`src/rtl/multi_input_debouncer.sv`:
```
// Multi-channel input synchroniser and debouncer with registered edge pulses.
// Optional sticky per-channel event flags are built when DEBOUNCE_EVENT_LATCH_EN is defined.
module multi_input_debouncer #(
    parameter int                  CHANNELS        = 8,
    parameter int                  SYNC_STAGES     = 2,
    parameter int                  DEBOUNCE_CYCLES = 16,
    parameter logic [CHANNELS-1:0] RESET_VALUE     = {CHANNELS{1'b0}}
) (
    input  logic                clk,
    input  logic                res,
    input  logic [CHANNELS-1:0] async_in,
`ifdef DEBOUNCE_EVENT_LATCH_EN
    input  logic [CHANNELS-1:0] event_clr,
    output logic [CHANNELS-1:0] event_flags,
`endif
    output logic [CHANNELS-1:0] sync_out,
    output logic [CHANNELS-1:0] rise_pulse,
    output logic [CHANNELS-1:0] fall_pulse,
    output logic                any_change
);

    localparam int               CNT_W    = $clog2(DEBOUNCE_CYCLES + 1);
    localparam logic [CNT_W-1:0] CNT_LAST = CNT_W'(DEBOUNCE_CYCLES - 1);

    logic [SYNC_STAGES-1:0][CHANNELS-1:0] sync_q, sync_d;
    logic [CHANNELS-1:0][CNT_W-1:0]       cnt_q, cnt_d;
    logic [CHANNELS-1:0]                  sync_out_q, sync_out_d;
    logic [CHANNELS-1:0]                  rise_q, rise_d;
    logic [CHANNELS-1:0]                  fall_q, fall_d;
    logic                                 any_change_q, any_change_d;
    logic [CHANNELS-1:0]                  sync_s;

    always_comb begin
        sync_d    = sync_q;
        sync_d[0] = async_in;
        for (int k = 1; k < SYNC_STAGES; k++) begin
            sync_d[k] = sync_q[k-1];
        end
    end

    assign sync_s = sync_q[SYNC_STAGES-1];

    // The counter only runs while the synchronised level disagrees with the output.
    always_comb begin
        cnt_d      = cnt_q;
        sync_out_d = sync_out_q;
        rise_d     = '0;
        fall_d     = '0;
        for (int i = 0; i < CHANNELS; i++) begin
            if (sync_s[i] == sync_out_q[i]) begin
                cnt_d[i] = '0;
            end else if (cnt_q[i] == CNT_LAST) begin
                sync_out_d[i] = sync_s[i];
                cnt_d[i]      = '0;
                rise_d[i]     = sync_s[i];
                fall_d[i]     = ~sync_s[i];
            end else begin
                cnt_d[i] = cnt_q[i] + CNT_W'(1);
            end
        end
        any_change_d = |(rise_d | fall_d);
    end

    always_ff @(posedge clk) begin
        if (res) begin
            sync_q       <= {SYNC_STAGES{RESET_VALUE}};
            cnt_q        <= '0;
            sync_out_q   <= RESET_VALUE;
            rise_q       <= '0;
            fall_q       <= '0;
            any_change_q <= 1'b0;
        end else begin
            sync_q       <= sync_d;
            cnt_q        <= cnt_d;
            sync_out_q   <= sync_out_d;
            rise_q       <= rise_d;
            fall_q       <= fall_d;
            any_change_q <= any_change_d;
        end
    end

    assign sync_out   = sync_out_q;
    assign rise_pulse = rise_q;
    assign fall_pulse = fall_q;
    assign any_change = any_change_q;

`ifdef DEBOUNCE_EVENT_LATCH_EN
    logic [CHANNELS-1:0] event_flags_q, event_flags_d;

    // A new edge outranks a clear arriving on the same cycle.
    always_comb begin
        event_flags_d = (event_flags_q & ~event_clr) | rise_d | fall_d;
    end

    always_ff @(posedge clk) begin
        if (res) begin
            event_flags_q <= '0;
        end else begin
            event_flags_q <= event_flags_d;
        end
    end

    assign event_flags = event_flags_q;
`endif

endmodule

```
`config.mk`:
```
export PLATFORM = sky130hd
export DESIGN_NAME = multi_input_debouncer
export DESIGN_NICKNAME = d
export VERILOG_FILES = /design/src/rtl/multi_input_debouncer.sv
export SDC_FILE = /design/constraint.sdc
export NUM_CORES = 1
export LEC_CHECK = 0
export CAP_MARGIN = 40
export CELL_PAD_IN_SITES_DETAIL_PLACEMENT = 1
export CELL_PAD_IN_SITES_GLOBAL_PLACEMENT = 1
export CORE_MARGIN = 2
export CORE_UTILIZATION = 35
export CTS_BUF_LIST = sky130_fd_sc_hd__clkbuf_8
export DETAILED_ROUTE_END_ITERATION = 8
export PLACE_DENSITY_LB_ADDON = 0.1
export SLEW_MARGIN = 20
export SYNTH_ARGS = -nofsm -noshare
export SYNTH_HDL_FRONTEND = slang
export SYNTH_SLANG_ARGS = --single-unit
```
`constraint.sdc`:
```
create_clock -name clk -period 4.4 [get_ports clk]
set_clock_uncertainty 0.05 [all_clocks]
set_input_delay 0.88 -clock clk [delete_from_list [all_inputs] [get_ports clk]]
set_output_delay 0.88 -clock clk [all_outputs]
set_load 0.02 [all_outputs]
```
-- Word level (Yosys, flattened, before mapping)
Cells that the tools add are included.
- add/subtract/negate cells: 8
- equality and inequality tests: 16
- muxes and demuxes: 32
- bitwise gates (word level): 17
- reduce and logical (&&, ||, !) cells: 17
- operator list (cell ; count):
    adder 5 x 1 -> 5 bit (second input constant) ; 8
    equality test 5 x 4 -> 1 bit (second input constant) ; 8
    two-way mux 1 bit ; 32
    OR reduction 3 bit ; 8
    inverter 1 bit ; 16
    AND reduction 2 bit ; 8
    equality test 1 bit ; 8
    bitwise OR 8 bit ; 1
    OR reduction 8 bit ; 1
- flip-flop bits (word level): 81
- input port bits: 10
- output and inout bits: 25

-- Logic depth before layout (Yosys ltp)
- word-level depth: 5
- gate-level depth with buffers: 6

-- Worst setup path before layout
OpenSTA, ideal clock, no wires.
- kind: flip-flop to flip-flop
- start: reg cnt_q[10] in the netlist's numbering
- end: reg any_change_q, in the netlist any_change
- library setup time: 0.125 ns
- data arrival time: 1.457 ns
- required time: 4.225 ns
- path slack: 2.768 ns
- stages on the path, launching flop included: 7
- path buffers: 0
- cell sequence: dfxtp_1 ha_1 and3_1 ha_1 inv_1 o22ai_1 o41a_1
- cells in the longest elaborated chain, start to end: 5
- elaborated cells on any way between the ends: 7
- RTL lines (element ; line ; text):
    from (decl) ; 26 ; logic [CHANNELS-1:0][CNT_W-1:0] cnt_q, cnt_d;
    from (signal assigned) ; 74 ; cnt_q <= cnt_d;
    equality test 5 x 4 -> 1 bit * ; 52 ; end else if (cnt_q[i] == CNT_LAST) begin
    two-way mux 1 bit ; 52 ;
    two-way mux 1 bit ; 50 ; if (sync_s[i] == sync_out_q[i]) begin
    bitwise OR 8 bit * ; 61 ; any_change_d = |(rise_d | fall_d);
    OR reduction 8 bit * ; 61 ;
    to (signal assigned) ; 78 ; any_change_q <= any_change_d;
    to (decl) ; 30 ; logic any_change_q, any_change_d;
Every way passes the cells marked *; elsewhere a longest branch is shown, timed or not.
A chain may end at the register's enable or synchronous reset.

-- Final worst setup path
- start: reg sync_out_q[3], in the netlist sync_out[3]
- end: out sync_out[3]
- RTL lines (element ; line ; text):
    from (decl) ; 27 ; logic [CHANNELS-1:0] sync_out_q, sync_out_d;
    from (signal assigned) ; 75 ; sync_out_q <= sync_out_d;
    to (decl) ; 16 ; output logic [CHANNELS-1:0] sync_out,
No word-level cell between the ends.

==> results.md <==
- Worst setup path class: flip-flop to output pin
- DP Wirelength: 3360 um
- Worst Max-Slew Pin Slew: 0.340 ns
- Routed Antenna Nets: 0
- Placed instance area: 3310 um^2
- CTS Sinks: 81
- Termination of the worst setup path: sync_out[3]
- CP startpoint kind: flip-flop
- WP data required: 3.47 ns
- Layout area overhead: 22.3%
- Non-filler cells, final: 419
- Switching Power: 271 uW
- Sw Share: 0.215
- Slew margin rel.: 0.770
- DR WL/cell: 11.7 um
- Die Ht: 94.5 um
- Largest family of logic cells by synthesized area: simple AND/OR/NAND/NOR gates
- Post-synthesis sequential area ratio: 0.566
- HP Class: flip-flop to flip-flop
- CTS tree: built
- Fin area: 3500 um^2
- Adder and majority cell fraction of the synthesized area: 0.0699
- CP startpoint: sync_out[3]
- Num CTS Buffers: 9
- Post-synthesis xor/xnor area fraction: 0.0734
- Share of cells above drive strength 1: 0.0764
- Mean area per synthesized cell: 10.7 um^2
- Nets: 335
- Initial core utilization: 0.354
- Worst VDD drop: 0.156 mV
- PwrDens: 360 nW/um^2
- Yosys reg bits: 81
- Clock Tree Buf Depth: 2
- Reg2Reg Setup Slack: 2.63 ns
- Async SR Flop Fraction: 0
- DR iter-0 viols: 34
- WP depth: 1
- Total core area: 8090 um^2
- Crit path DAT: 1.41 ns
- Yosys warns: 0
- Worst Reg-to-Reg Cells: 6
- Mux contribution to synthesized area: 0.0279
- Mapped Cells: 268
- Number of synthesized flops with an enable pin: 0
- Reg2reg end: any_change
- Vias in the first global route: 1,912
- I/O Buffers: 34
- H-tree depth: 3
- Grt total ovfl: 0
- Cell row count: 33
- Fin. Hold Viols: 0
- Crit path max-delay family: buffers and inverters
- CTS Hold Buffers Added: 0
- Max Fclk: 0.428 GHz
- Vias: 1,878
- Outcome: complete, no violations
- Initial antenna violation count: 0
- Syn Std Cell Area: 2870 um^2
- Final setup violation count: 0
- Drt drc: 0
- Dpl cells: 402
- CP bufs+invs: 1
- Number of diodes: 0
- Clock network power share: 0.380
- RR Startpoint: cnt_q[10]
- Logic gate share of total power: 0.027
- Synth area leader: dfxtp_1
- Kind of end point of the critical path: output pin
- First-pass GRT wire length: 8310 um
- Worst skew pair latency: 0.35 ns
- Yosys cell types: 16
- Top cell type's share of synthesized area: 0.566
- Final Max Slew Viols: 0
- Post-CTS Setup Repair Bufs: 0
- Post-Route Setup TNS: 0 ns
- Die width: 94.5 um
- GRT Util Overall: 0.123
- Main synth FF type: dfxtp_1
- IO Count: 35
- Sequential share of power: 0.593
- Max Cap Violations: 0
- Top-count cell post-synth: dfxtp_1
- Fin crit share: 0.532
- Detailed-route wire length: 4880 um
- Die area: 8930 um^2
- Clock slew at reported path FFs: 0.07 ns
- Lkg Pwr: 0.00127 uW
- Worst stage delay on the critical path: 0.64 ns
- DR vias/cell: 4.48
- Synth area leaders: dfxtp_1, ha_1, nor2_1, nor4b_1, xnor2_1
- GPL Wtd Cong: 0.665
- Worst-path cell chain: clkdlybuf4s50_1
- Pre-Repair DR Iteration Count: 4
- Post-synthesis compound-gate area fraction: 0.0127
- RSZ-0062 raised after global routing: no
- Fin crit period: 2.34 ns
- Max FO, Critical Path: 5
- Simple-Gate Fraction of Synth Area: 0.210
- CTS resizes: 0
- Post-synth net total: 294
- Internal power: 989 uW
- Slowest-stage cell, CP: clkdlybuf4s50_1
- Largest net degree at the start of global routing: 50
- Most frequent cells after synthesis: dfxtp_1, nor2_1, inv_1
- Root Driver: clkbuf_8
[per-stage QoR]
stage	total power, uW	hold slack, ns	worst slack, ns	utilization
floorplan	784	0.364	2.77	-
global placement	796	0.369	2.32	0.409
detailed placement	797	0.377	2.32	0.409
CTS	1280	0.393	2.03	0.430
global route	1320	0.408	1.99	0.433
finish	1260	0.391	2.06	0.433
[routing by layer]
metal  track usage  vias up  part of all wire
met5             0        -                 0
met4        0.0797        0             0.019
met3        0.0431        7             0.050
met2         0.181       34              0.43
met1         0.154      877              0.50
li1              -      960                 -
[power groups by stage]
stage	registers [uW]	clock network [uW]	logic, uW
2_1_floorplan	763	0	20.9
3_3_place_gp	764	0	31.7
3_5_place_dp	765	0	32.0
4_1_cts	747	502	32.1
5_1_grt	749	534	37.3
6_report	748	479	33.5
[cells in the final DEF, fill, tap and decap left out]
| master | instances |
|---|---|
| dfxtp_1 | 81 |
| nor2_1 | 48 |
| clkdlybuf4s50_1 | 33 |
| inv_1 | 27 |
| xnor2_1 | 16 |
| nor2b_1 | 16 |
| nor4b_1 | 16 |
| ha_1 | 16 |
| clkbuf_8 | 11 |
| and3_1 | 8 |
| or3_4 | 8 |
| nand3_1 | 8 |
| xor2_1 | 8 |
| mux2i_1 | 8 |
| o22ai_1 | 4 |
| clkinv_2 | 3 |
| o41a_1 | 1 |
| buf_2 | 1 |
| buf_12 | 1 |
[final cells by class]
cell class                 count  area (um^2)
clock buffer                  11          151
tap                          105          131
clock inverter                 5         22.5
inverter                      25         93.8
fill                         935         4590
timing repair buffer          35          355
multi-input combinational    157         1130
sequential                    81         1620
[flip-flops by register name (all words and copies together), names as in the netlist]
| name | cells |
|---|---|
| any_change | 1 |
| cnt_q | 40 |
| fall_pulse | 8 |
| rise_pulse | 8 |
| sync_d | 8 |
| sync_out | 8 |
| sync_s | 8 |
[kinds of logic after synthesis]
family	Yosys count
and+or+nand+nor	104
DFF	81
buffers and inverters	30
xor gates and xnor gates	24
muxes	8
AOI/OAI and AO/OA	5
adders and majority gates	16
[worst min path at each step]
stage | from | end | slack (ns) | cells after the start
after CTS | sync_d[14] | sync_s[6] | 0.39 | 1
final | sync_d[14] | sync_s[6] | 0.39 | 1
after floorplan | sync_d[8] | sync_s[0] | 0.36 | 1
after global routing | sync_d[9] | sync_s[1] | 0.41 | 1
after global placement | sync_d[11] | sync_s[3] | 0.37 | 1
after detailed placement | sync_d[11] | sync_s[3] | 0.38 | 1
No activity file was read; power rests on OpenSTA's default activity.
